File: config.mk
export PLATFORM = sky130hd
export DESIGN_NAME = reg_file_gen
export DESIGN_NICKNAME = d
export VERILOG_FILES = /design/src/rtl/reg_file_gen_pkg.sv /design/src/rtl/reg_file_gen_gen_register.sv /design/src/rtl/reg_file_gen.sv
export SDC_FILE = /design/constraint.sdc
export NUM_CORES = 1
export LEC_CHECK = 0
export CORE_MARGIN = 2
export CORE_UTILIZATION = 30
export DETAILED_ROUTE_END_ITERATION = 8
export SLEW_MARGIN = 25
export SYNTH_ARGS = -nofsm -noshare
export SYNTH_HDL_FRONTEND = slang
export SYNTH_SLANG_ARGS = --single-unit
export TNS_END_PERCENT = 100
File: constraint.sdc
create_clock -name Clock -period 2.55 [get_ports Clock]
set_clock_uncertainty 0.1 [all_clocks]
set_input_delay 0.255 -clock Clock [delete_from_list [all_inputs] [get_ports Clock]]
set_output_delay 0.255 -clock Clock [all_outputs]
set_load 0.01 [all_outputs]
File: src/rtl/reg_file_gen_pkg.sv
// Shared encodings for the generic register file and its register cell.
package reg_file_gen_pkg;

    // Per-cycle operation applied to every enabled register.
    typedef enum logic [1:0] {
        FS_DEC  = 2'd0,
        FS_INC  = 2'd1,
        FS_LOAD = 2'd2,
        FS_CLR  = 2'd3
    } funsel_e;

    // Destination half for a half-width load.
    typedef enum logic {
        HS_LOW  = 1'b0,
        HS_HIGH = 1'b1
    } halfsel_e;

endpackage

File: src/rtl/reg_file_gen_gen_register.sv
// One counter/load register cell: decrement, increment, full/half load, clear,
// with a registered one-shot wrap/saturate event flag.
module gen_register
    import reg_file_gen_pkg::*;
#(
    parameter int unsigned    W         = 8,
    parameter bit             SAT       = 1'b0,
    parameter logic [W-1:0]   RESET_VAL = '0
) (
    input  logic         Clock,
    input  logic         Reset_n,
    input  logic         En,
    input  logic [1:0]   FunSel,
    input  logic         HalfEn,
    input  logic         HalfSel,
    input  logic [W-1:0] I,
    output logic [W-1:0] Q,
    output logic         Ovf
);

    localparam int unsigned HW = W / 2;

    logic [W-1:0] q_q, q_d;
    logic         ovf_q, ovf_d;

    // Next-state value and event flag; a disabled cell holds and drops Ovf.
    always_comb begin
        q_d   = q_q;
        ovf_d = 1'b0;
        if (En) begin
            case (funsel_e'(FunSel))
                FS_DEC: begin
                    if (q_q == '0) begin
                        ovf_d = 1'b1;
                        if (!SAT) q_d = '1;
                    end else begin
                        q_d = q_q - W'(1);
                    end
                end
                FS_INC: begin
                    if (q_q == '1) begin
                        ovf_d = 1'b1;
                        if (!SAT) q_d = '0;
                    end else begin
                        q_d = q_q + W'(1);
                    end
                end
                FS_LOAD: begin
                    if (!HalfEn) begin
                        q_d = I;
                    end else if (halfsel_e'(HalfSel) == HS_HIGH) begin
                        q_d[W-1:HW] = I[HW-1:0];
                    end else begin
                        q_d[HW-1:0] = I[HW-1:0];
                    end
                end
                FS_CLR:  q_d = '0;
                default: q_d = q_q;
            endcase
        end
    end

    // State and flag registers with asynchronous reset.
    always_ff @(posedge Clock or negedge Reset_n) begin
        if (!Reset_n) begin
            q_q   <= RESET_VAL;
            ovf_q <= 1'b0;
        end else begin
            q_q   <= q_d;
            ovf_q <= ovf_d;
        end
    end

    assign Q   = q_q;
    assign Ovf = ovf_q;

endmodule

File: src/rtl/reg_file_gen.sv
// Parametrised register file: NREG identical register cells sharing one
// operation bus, two combinational read ports, per-register event flags.
module reg_file_gen
    import reg_file_gen_pkg::*;
#(
    parameter int unsigned     W         = 8,
    parameter int unsigned     NREG      = 4,
    parameter bit              SAT       = 1'b0,
    parameter logic [W-1:0]    RESET_VAL = '0,
    localparam int unsigned    SW        = (NREG > 1) ? $clog2(NREG) : 1
) (
    input  logic            Clock,
    input  logic            Reset_n,
    input  logic [NREG-1:0] RegSel,
    input  logic [1:0]      FunSel,
    input  logic            HalfEn,
    input  logic            HalfSel,
    input  logic [W-1:0]    I,
    input  logic [SW-1:0]   OutASel,
    input  logic [SW-1:0]   OutBSel,
    output logic [W-1:0]    OutA,
    output logic [W-1:0]    OutB,
    output logic [NREG-1:0] Ovf
);

    if (W < 2 || (W % 2) != 0) begin : g_bad_w
        $error("reg_file_gen: W must be even and at least 2");
    end
    if (NREG < 1 || NREG > 16) begin : g_bad_nreg
        $error("reg_file_gen: NREG must be in 1..16");
    end

    logic [W-1:0] q [NREG];

    for (genvar k = 0; k < NREG; k++) begin : g_reg
        gen_register #(
            .W         (W),
            .SAT       (SAT),
            .RESET_VAL (RESET_VAL)
        ) u_reg (
            .Clock   (Clock),
            .Reset_n (Reset_n),
            .En      (~RegSel[k]),
            .FunSel  (FunSel),
            .HalfEn  (HalfEn),
            .HalfSel (HalfSel),
            .I       (I),
            .Q       (q[k]),
            .Ovf     (Ovf[k])
        );
    end

    // Read multiplexers; selects with no matching register yield zero.
    always_comb begin
        OutA = '0;
        OutB = '0;
        for (int unsigned k = 0; k < NREG; k++) begin
            if (OutASel == SW'(k)) OutA = q[k];
            if (OutBSel == SW'(k)) OutB = q[k];
        end
    end

endmodule

==> reports/metrics.cfg <==
[routing]
firstDrtPassIters = 4
via_per_inst = 5.74
routedWlPerCell_um = 19.0
routed_wl_um = 12200
drt_iter0_drc = 439
drc = 0
ant_nets = 0
vias = 3698

[final_layout]
nets = 509
final_util_pct = 36.4
drive_gt1_share_pct = 13.7
n_antenna_cell = 0
fill_cells = 1223
final_area_um2 = 4390
synthToLayoutAreaGrowth_pct = 18.2
final_common_cell = a21oi_1
final_cell_mix = 43 x a21oi_1, 41 x nor2_1, 40 x clkdlybuf4s50_1

[placed_design]
dpl.hpwl_um = 9360
place_worst_setup_slack_ns = 0.193
place_area_um2 = 4240
globalplace.congestion = 0.959
portBuffers = 41

[clock_tree]
cts_root_buf = clkbuf_16
cts_buffer_depth = 2
numCtsBuffers = 5
clk_latency_ns = 0.28
clk_pin_slew_ns = 0.06
cts.repair.resized = 0
cts_tree = done
htreeDepth = 2
cts_setup_buffers = 0
clock_sinks = 36
hold_buffers = 0

[timing]
worst_pin_slew_ns = 0.913
fmax_mhz = 434
setup_viol = 0
maxSlewHeadroom_pct = 39.1
setup_tns_ns = 0
period_share_pct = 90.3
drv_slew = 0
hold_viol = 1
rsz0062_at_grt = no
hold_slack_ns = -0.000336
period_needed_ns = 2.30
setup_ws_ns = 0.246

[synthesis]
synthFlopType = dfrtp_1
yosysUniqueCellTypes = 73
syn_inst = 454
synth.top_cell.area_share_pct = 24.3
avgSynthCellArea_um2 = 8.18
synth-seq-cells = 36
synth_area_leaders = dfrtp_1 24%, mux4_2 9.7%, a21oi_1 5.8%
synth_edf_count = 0
yosysWarnings = 0
synth_area_leader_cell = dfrtp_1
synthesis.area_um2 = 3710
ys_seq_area_share_pct = 24.3
async_flop_share_pct = 100
syn_nets = 488

[pwr]
power_frac_clock_pct = 25.0
leakage_nw = 1.68
power.total_w = 0.00261
swShare_pct = 39.6
netSwitchingPower_w = 0.00103
internal_power_w = 0.00157
p_comb_share_pct = 38.9
pwr-share-seq_pct = 36.1
ir_drop_uv = 268
power_density_nw_per_um2 = 594

[floorplan]
die_area_um2 = 13300
initial_core_util_pct = 30.8
rows = 40
die_h_um = 115
core_um2 = 12100
die_w_um = 115
ios = 42

[global_route]
grtUsageTotal_pct = 19.3
grt_pass1_vias = 3651
grt_antenna_before_repair = 0
grt_pass1_wl_um = 19900
grt_max_degree = 37
overflow = 0

[setup_path]
cp_cell_sequence = clkdlybuf4s50_1, buf_4, mux4_2, clkdlybuf4s50_1
worstPathArrival_ns = 1.95
crit_required_ns = 2.19
path_class = in -> out
cp_max_fo = 8
endpoint_kind = output pin
crit_path_start_kind = input port
cp_slowest_cell = mux4_2
cp_common_cell = clkdlybuf4s50_1
cp_num_buf_inv = 3
crit_path_max_incr_delay_ns = 0.53
cp_top_family = buffers and inverters

[outcome]
violations = negative hold slack
outcome = finished with violations

[worst_hold_path]
hold_class = in -> async

[job]
maxCapViolCount = 0

-- synth_stat cells, drive strengths merged, types with 10 or more instances --
cell    count
o21ai      29
mux4       16
a21oi      43
nand3      19
nor3       18
nor2b      10
nor2       47
clkbuf     11
ha         12
nand2      27
buf        37
inv        13
dfrtp      36
-- sequential cells by signal, indices dropped and copies added (netlist names) --
name and cells:
g.u_reg.Ovf 4, g.u_reg.Q 32
-- metrics by stage --
| stage | cells | hold WS, ns |
|---|---|---|
| after floorplan | 454 | -0.141 |
| after global placement | 636 | 0.342 |
| after detailed placement | 636 | 0.350 |
| after CTS | 644 | 0.0480 |
| after global routing | 644 | 0.0814 |
| final | 644 | -0.000336 |
-- metal layers --
metal | wire [um] | up-vias | GRT usage, %
li1 | - | 1734 | -
met1 | 5230 | 1775 | 26.6
met2 | 5420 | 161 | 30.2
met3 | 1220 | 28 | 3.48
met4 | 376 | 0 | 7.47
met5 | 0 | - | 0
-- worst paths after layout --
check	from	endpoint	slack [ns]	depth (start not counted)
worst max-delay path	OutASel[0]	OutA[6]	0.25	4
worst min-delay path	Reset_n	g_reg[0].u_reg.Q[4]	-0.0003	1
worst max register to register	g_reg[2].u_reg.Q[1]	g_reg[2].u_reg.Q[6]	0.34	7
worst min register to register	g_reg[1].u_reg.Q[1]	g_reg[1].u_reg.Q[1]	0.58	2
max in group asynchronous	Reset_n	g_reg[2].u_reg.Q[0]	1.77	1
min in group Clock	RegSel[3]	g_reg[3].u_reg.Ovf	0.57	2
-- final cells by class --
type / count / area [um^2] / share of cell area (%)
multi-input cells: 357 / 2520 / 57.4
clock buffers: 6 / 139 / 3.16
repair buffers: 62 / 563 / 12.8
well taps: 168 / 210 / 4.79
clock inverters: 2 / 10.0 / 0.228
flip-flops and latches: 36 / 901 / 20.5
inverters: 13 / 48.8 / 1.11
-- kinds of logic after synthesis --
group	count (synthesis)	synth area share (%)
and+or+nand+nor	175	25.6
AOI/OAI and AO/OA	135	23.8
adders and majority gates	12	4.04
muxes	21	11.1
buffers and inverters	61	7.95
xor gates and xnor gates	14	3.30
DFF	36	24.3
-- power by group through the flow --
stage                     Combinational, W  Clock [W]  Sequential [W]
after floorplan                   0.000854          0        0.000728
after global placement            0.000996          0        0.000937
after detailed placement           0.00101          0        0.000944
after CTS                          0.00101   0.000664        0.000932
after global routing               0.00112   0.000690        0.000963
final                              0.00101   0.000651        0.000940
Power figures use the tool's default switching activity.
==> patch 1 (same settings) <==
`SAT` is set to 1'b0 in 2 places; all go to 1'b1.
--- a/src/rtl/reg_file_gen_gen_register.sv
+++ b/src/rtl/reg_file_gen_gen_register.sv
@@ -4,7 +4,7 @@
     import reg_file_gen_pkg::*;
 #(
     parameter int unsigned    W         = 8,
-    parameter bit             SAT       = 1'b0,
+    parameter bit             SAT       = 1'b1,
     parameter logic [W-1:0]   RESET_VAL = '0
 ) (
     input  logic         Clock,
--- a/src/rtl/reg_file_gen.sv
+++ b/src/rtl/reg_file_gen.sv
@@ -5,7 +5,7 @@
 #(
     parameter int unsigned     W         = 8,
     parameter int unsigned     NREG      = 4,
-    parameter bit              SAT       = 1'b0,
+    parameter bit              SAT       = 1'b1,
     parameter logic [W-1:0]    RESET_VAL = '0,
     localparam int unsigned    SW        = (NREG > 1) ? $clog2(NREG) : 1
 ) (
Behaviour: not the same (Yosys sat finds a counterexample within 4 cycles, from zero or initial values and one cycle with Reset_n low).
==> patch 1 against the original RTL <==
The flow still finishes with violations (hold timing); highest routed layer unchanged; synthesized cell count shrank 23%; worst hold slack lost 5.1 ps; first-iteration DRC count shrank 51%; setup slack lost 9.8 ps; routed wire length shrank 7.9%; final area grew 9.4%; synthesized area shrank 6.1%; sequential cell count is the same.
Power is not compared: it rests on default switching activity, and its combinational part moved more than twofold at a synthesized area within 25%.
==> patch 1: results (changes against the original RTL) <==
Setup path
  • Worst R2R Setup Slack: 260 ps (was 340 ps)
  • R2R depth: 7 (unchanged)
  • Critical Path AT: 1960 ps
  • Worst setup path start: OutASel[0] (unchanged)
  • Capturing point of the worst reg2reg path: g_reg[1].u_reg.Q[7] (was g_reg[2].u_reg.Q[6])
  • R2R Path Start: g_reg[1].u_reg.Q[1] (was g_reg[2].u_reg.Q[1])

Clocking
  • Worst-Skew Late Latency: 290 ps
  • Post-CTS Setup Inserts: 0 (unchanged)
  • CTS Buf Count: 5 (unchanged)

Routing
  • Final WL: 11300 um (was 12200 um)
  • Initial DRC Count: 213 (was 439)
  • Vias/cell: 5.50 (was 5.74)
  • DRT Pass-1 Iters: 4 (unchanged)
  • Wire per inst: 18.8 um (was 19.0 um)

Synth
  • Most frequent cells after synthesis: 36 x dfrtp_1, 27 x ha_1, 27 x nor2_1 (was 43 x a21oi_1, 41 x nor2_1, 36 x dfrtp_1)
  • Sequential-to-total area share from yosys stat: 25.8% (was 24.3%)
  • Synth top area cells: dfrtp_1 26%, mux4_2 10%, ha_1 9.7% (was dfrtp_1 24%, mux4_2 9.7%, a21oi_1 5.8%)
  • YS warnings: 0 (unchanged)
  • Synth Net Count: 403 (was 488)
  • Mean Syn Cell Area: 9.97 um^2 (was 8.18 um^2)
  • Yosys cell types: 56 (was 73)
  • Async SR Flop Fraction: 100% (unchanged)

Placement
  • Final HPWL DP: 8610 um (was 9360 um)
  • Dpl ws: -437 ps (was 193 ps)
  • Routability cong.: 0.912 (was 0.959)
  • Cells after DPL: 590 (was 636)

Timing
  • Final Critical Period: 2310 ps (was 2300 ps)
  • Final hold vios: 7 (was 1)
  • WHS: -5.48 ps (was -0.336 ps)
  • Slew @ Worst Pin: 915 ps (was 913 ps)

Global route
  • Largest net degree at the start of global routing: 37 (unchanged)
  • Initial antenna violation count: 0 (unchanged)
  • All-Layer GR Usage: 18.5% (was 19.3%)
  • Global-route wire length before repair: 18200 um (was 19900 um)
  • Vias in the first global route: 3391 (was 3651)

Pwr
  • Static Leak: 0.00201 uW
  • Worst vdd ir: 0.000387 V

Finish
  • Final #Nets: 507 (was 509)
  • Share of layout cells above drive strength 1: 30.5% (was 13.7%)
  • Antenna cells: 0 (unchanged)
  • Max reg flops: 32 (unchanged)

Hold path
  • Hold Path Class: in2async (unchanged)

Status
  • Status: finished, violations left (unchanged)
  • Failing checks: hold timing (unchanged)
patch 1: cell types whose count changed after synthesis, sizes merged, moves of 10 or more:
cell	delta
a21oi	-19
nand3	-12
mux2	+21
nor2	-17
o21ai	-10
nand2	-13
buf	-25
ha	+15
patch 1: cell families after synthesis:
| group | share of synthesized area, % |
|---|---|
| AOI/OAI and AO/OA | 18.9 |
| adders and majority gates | 12.0 |
| muxes | 19.0 |
| and+or+nand+nor | 15.5 |
| DFF | 25.8 |
| xor gates and xnor gates | 5.02 |
| buffers and inverters | 3.77 |
patch 1: worst max-delay path, cell delays in order:
cell and delay (ps):
clkdlybuf4s50_1 520, buf_12 160, mux4_2 530, clkdlybuf4s50_1 500
patch 1: per-layer routing:
layer,part of all wire (%),global-route usage [%]
met3,4.0,2.83
met4,1.5,5.51
met1,42,23.0
met2,52,33.0
met5,0,0
patch 1: per-stage QoR:
stage	TNS (ps)	area, um^2
detailed placement	-4450	4560
CTS	0	4790
global route	0	4800
global placement	-3810	4560
floorplan	0	3490
finish	0	4800
patch 1: repair_timing:
item,in CTS,in global routing
setup endpoints to repair,6,7
resized for setup,3,2
pin swaps,1,4
hold buffers,0,0
patch 1: layout make-up:
type / instances / area, um^2
clock buffer: 5 / 125
clock inverter: 3 / 90.1
fill: 1090 / 6570
inverter: 9 / 33.8
multi-input combinational: 288 / 2480
sequential: 36 / 901
tap: 143 / 179
timing repair buffer: 114 / 992
patch 1: power by group:
part,leakage [uW],total (uW),internal (uW),switching [uW]
Sequential,0.000443,1150,765,387
Clock,0.000104,924,660,264
Combinational,0.00147,2840,1620,1220
==> patch 2 (config.mk and constraints unchanged) <==
Made on the original files. Reset style: synchronous (`Reset_n`), changed in one clocked block. Comments in the files are not updated.
--- a/src/rtl/reg_file_gen_gen_register.sv
+++ b/src/rtl/reg_file_gen_gen_register.sv
@@ -61,7 +61,7 @@
     end
 
     // State and flag registers with asynchronous reset.
-    always_ff @(posedge Clock or negedge Reset_n) begin
+    always_ff @(posedge Clock) begin
         if (!Reset_n) begin
             q_q   <= RESET_VAL;
             ovf_q <= 1'b0;
Function: changed (a bounded check fails within 4 cycles, from zero or initial values and one cycle with Reset_n low; the reset may be asserted at any time).
==> patch 2 against the original RTL <==
Sequential cell count unchanged; synthesized area down 1.1%; routed wire length up 10%; setup slack worse by 65 ps; power down 20%; maximum frequency down 2.7%; final area up 0.31%; synthesized cell count up 9.3%; sequential power down 22%.
==> patch 2: results (changes against the original RTL) <==
Synth
  • Most frequent cells after synthesis: 44 x clkbuf_1, 43 x nor2_1, 40 x o21ai_0 (was 43 x a21oi_1, 41 x nor2_1, 36 x dfrtp_1)
  • Yosys cell types: 61 (was 73)
  • Async SR Flop Fraction: 0% (was 100%)
  • Sequential-to-total area share from yosys stat: 19.6% (was 24.3%)
  • Mapped Cells: 496 (was 454)
  • Synth Net Count: 530 (was 488)
  • Synth Flop Type: dfxtp_1 (was dfrtp_1)
  • Synth top area cells: dfxtp_1 20%, mux4_2 9.8%, o21ai_0 5.4% (was dfrtp_1 24%, mux4_2 9.7%, a21oi_1 5.8%)

Placement
  • Dpl ws: 175 ps (was 193 ps)
  • Cells after DPL: 659 (was 636)
  • Final HPWL DP: 10100 um (was 9360 um)
  • Routability cong.: 0.925 (was 0.959)

Finish
  • Share of layout cells above drive strength 1: 12.3% (was 13.7%)
  • Final non-filler cell total: 667 (was 644)
  • Fill cell count: 1238 (was 1223)
  • Final #Nets: 553 (was 509)

Setup path
  • Critical Path AT: 2010 ps (was 1950 ps)
  • Worst setup path start: OutASel[1] (was OutASel[0])
  • Worst setup path end: OutA[0] (was OutA[6])
  • Worst-path fanout max: 5 (was 8)

Routing
  • Initial DRC Count: 501 (was 439)
  • DRT Pass-1 Iters: 5 (was 4)
  • Vias/cell: 6.30 (was 5.74)
  • Final WL: 13500 um (was 12200 um)

Global route
  • Initial antenna violation count: 0 (unchanged)
  • All-Layer GR Usage: 20.8% (was 19.3%)
  • Global-route wire length before repair: 21600 um (was 19900 um)
  • Met3 Use GR: 4.24% (was 3.48%)
  • Largest net degree at the start of global routing: 20 (was 37)
  • Met2 usage: 34.4% (was 30.2%)
  • Vias in the first global route: 3939 (was 3651)
  • Met1 usage: 27.3% (was 26.6%)

Pwr
  • Static Leak: 0.00157 uW (was 0.00168 uW)
  • Sw frac: 35.8% (was 39.6%)
  • Worst vdd ir: 0.000292 V (was 0.000268 V)

Timing
  • WHS: 467 ps (was -0.336 ps)
  • Slew @ Worst Pin: 650 ps (was 913 ps)
  • Peak Freq: 422 MHz (was 434 MHz)

Status
  • Status: finished, final reports clean (was finished, violations left)

Hold path
  • Hold Path Class: reg2reg (was in2async)
patch 2: cell types whose count changed after synthesis, sizes merged, moves of 6 or more:
cell and delta:
dfrtp -36, dfxtp +36, clkbuf +33, buf -26, o21ai +11, nand2 +9
nor3 +7, o21a +7, a31oi +6, o211ai +6
patch 2: final cells by class:
class / instances / share of cell area [%]
Inverter: 17 / 1.45
Sequential cell: 36 / 16.4
Timing Repair Buffer: 71 / 14.4
Clock buffer: 8 / 3.32
Tap cell: 147 / 4.18
Multi-Input combinational cell: 388 / 60.2
patch 2: worst max-delay path, cell delays in order:
cell	delay, ps
clkdlybuf4s50_1	660
mux4_2	590
clkdlybuf4s50_1	510
patch 2: per-layer routing:
layer  part of all wire, %  up-vias
li1                      -     1915
met1                    42     2040
met2                    48      212
met3                   8.0       34
met4                   2.2        0
met5                     0        -
patch 2: metrics by stage:
stage / utilization (%) / power (uW) / cell area (um^2)
after floorplan: - / 1180 / 3670
after global placement: 35.6 / 1430 / 4260
after detailed placement: 35.6 / 1440 / 4260
after CTS: 36.8 / 2080 / 4400
after global routing: 36.8 / 2200 / 4400
final: 36.8 / 2080 / 4400
patch 2: power groups by stage:
stage / registers, uW / clock network [uW] / logic, uW
5_1_grt: 740 / 682 / 781
3_5_place_dp: 740 / 0 / 699
3_3_place_gp: 736 / 0 / 692
2_1_floorplan: 643 / 0 / 532
6_report: 731 / 635 / 716
4_1_cts: 727 / 649 / 706
patch 2: cell families after synthesis:
kind of cell	count (synthesis)	synth area share [%]
XOR/XNOR	10	2.38
multiplexers	21	11.2
adder cells (fa/ha/maj)	12	4.09
buffers and inverters	72	8.17
flip-flops	36	19.6
AO/OA/AOI/OAI	161	28.5
AND/OR/NAND/NOR	184	26.0
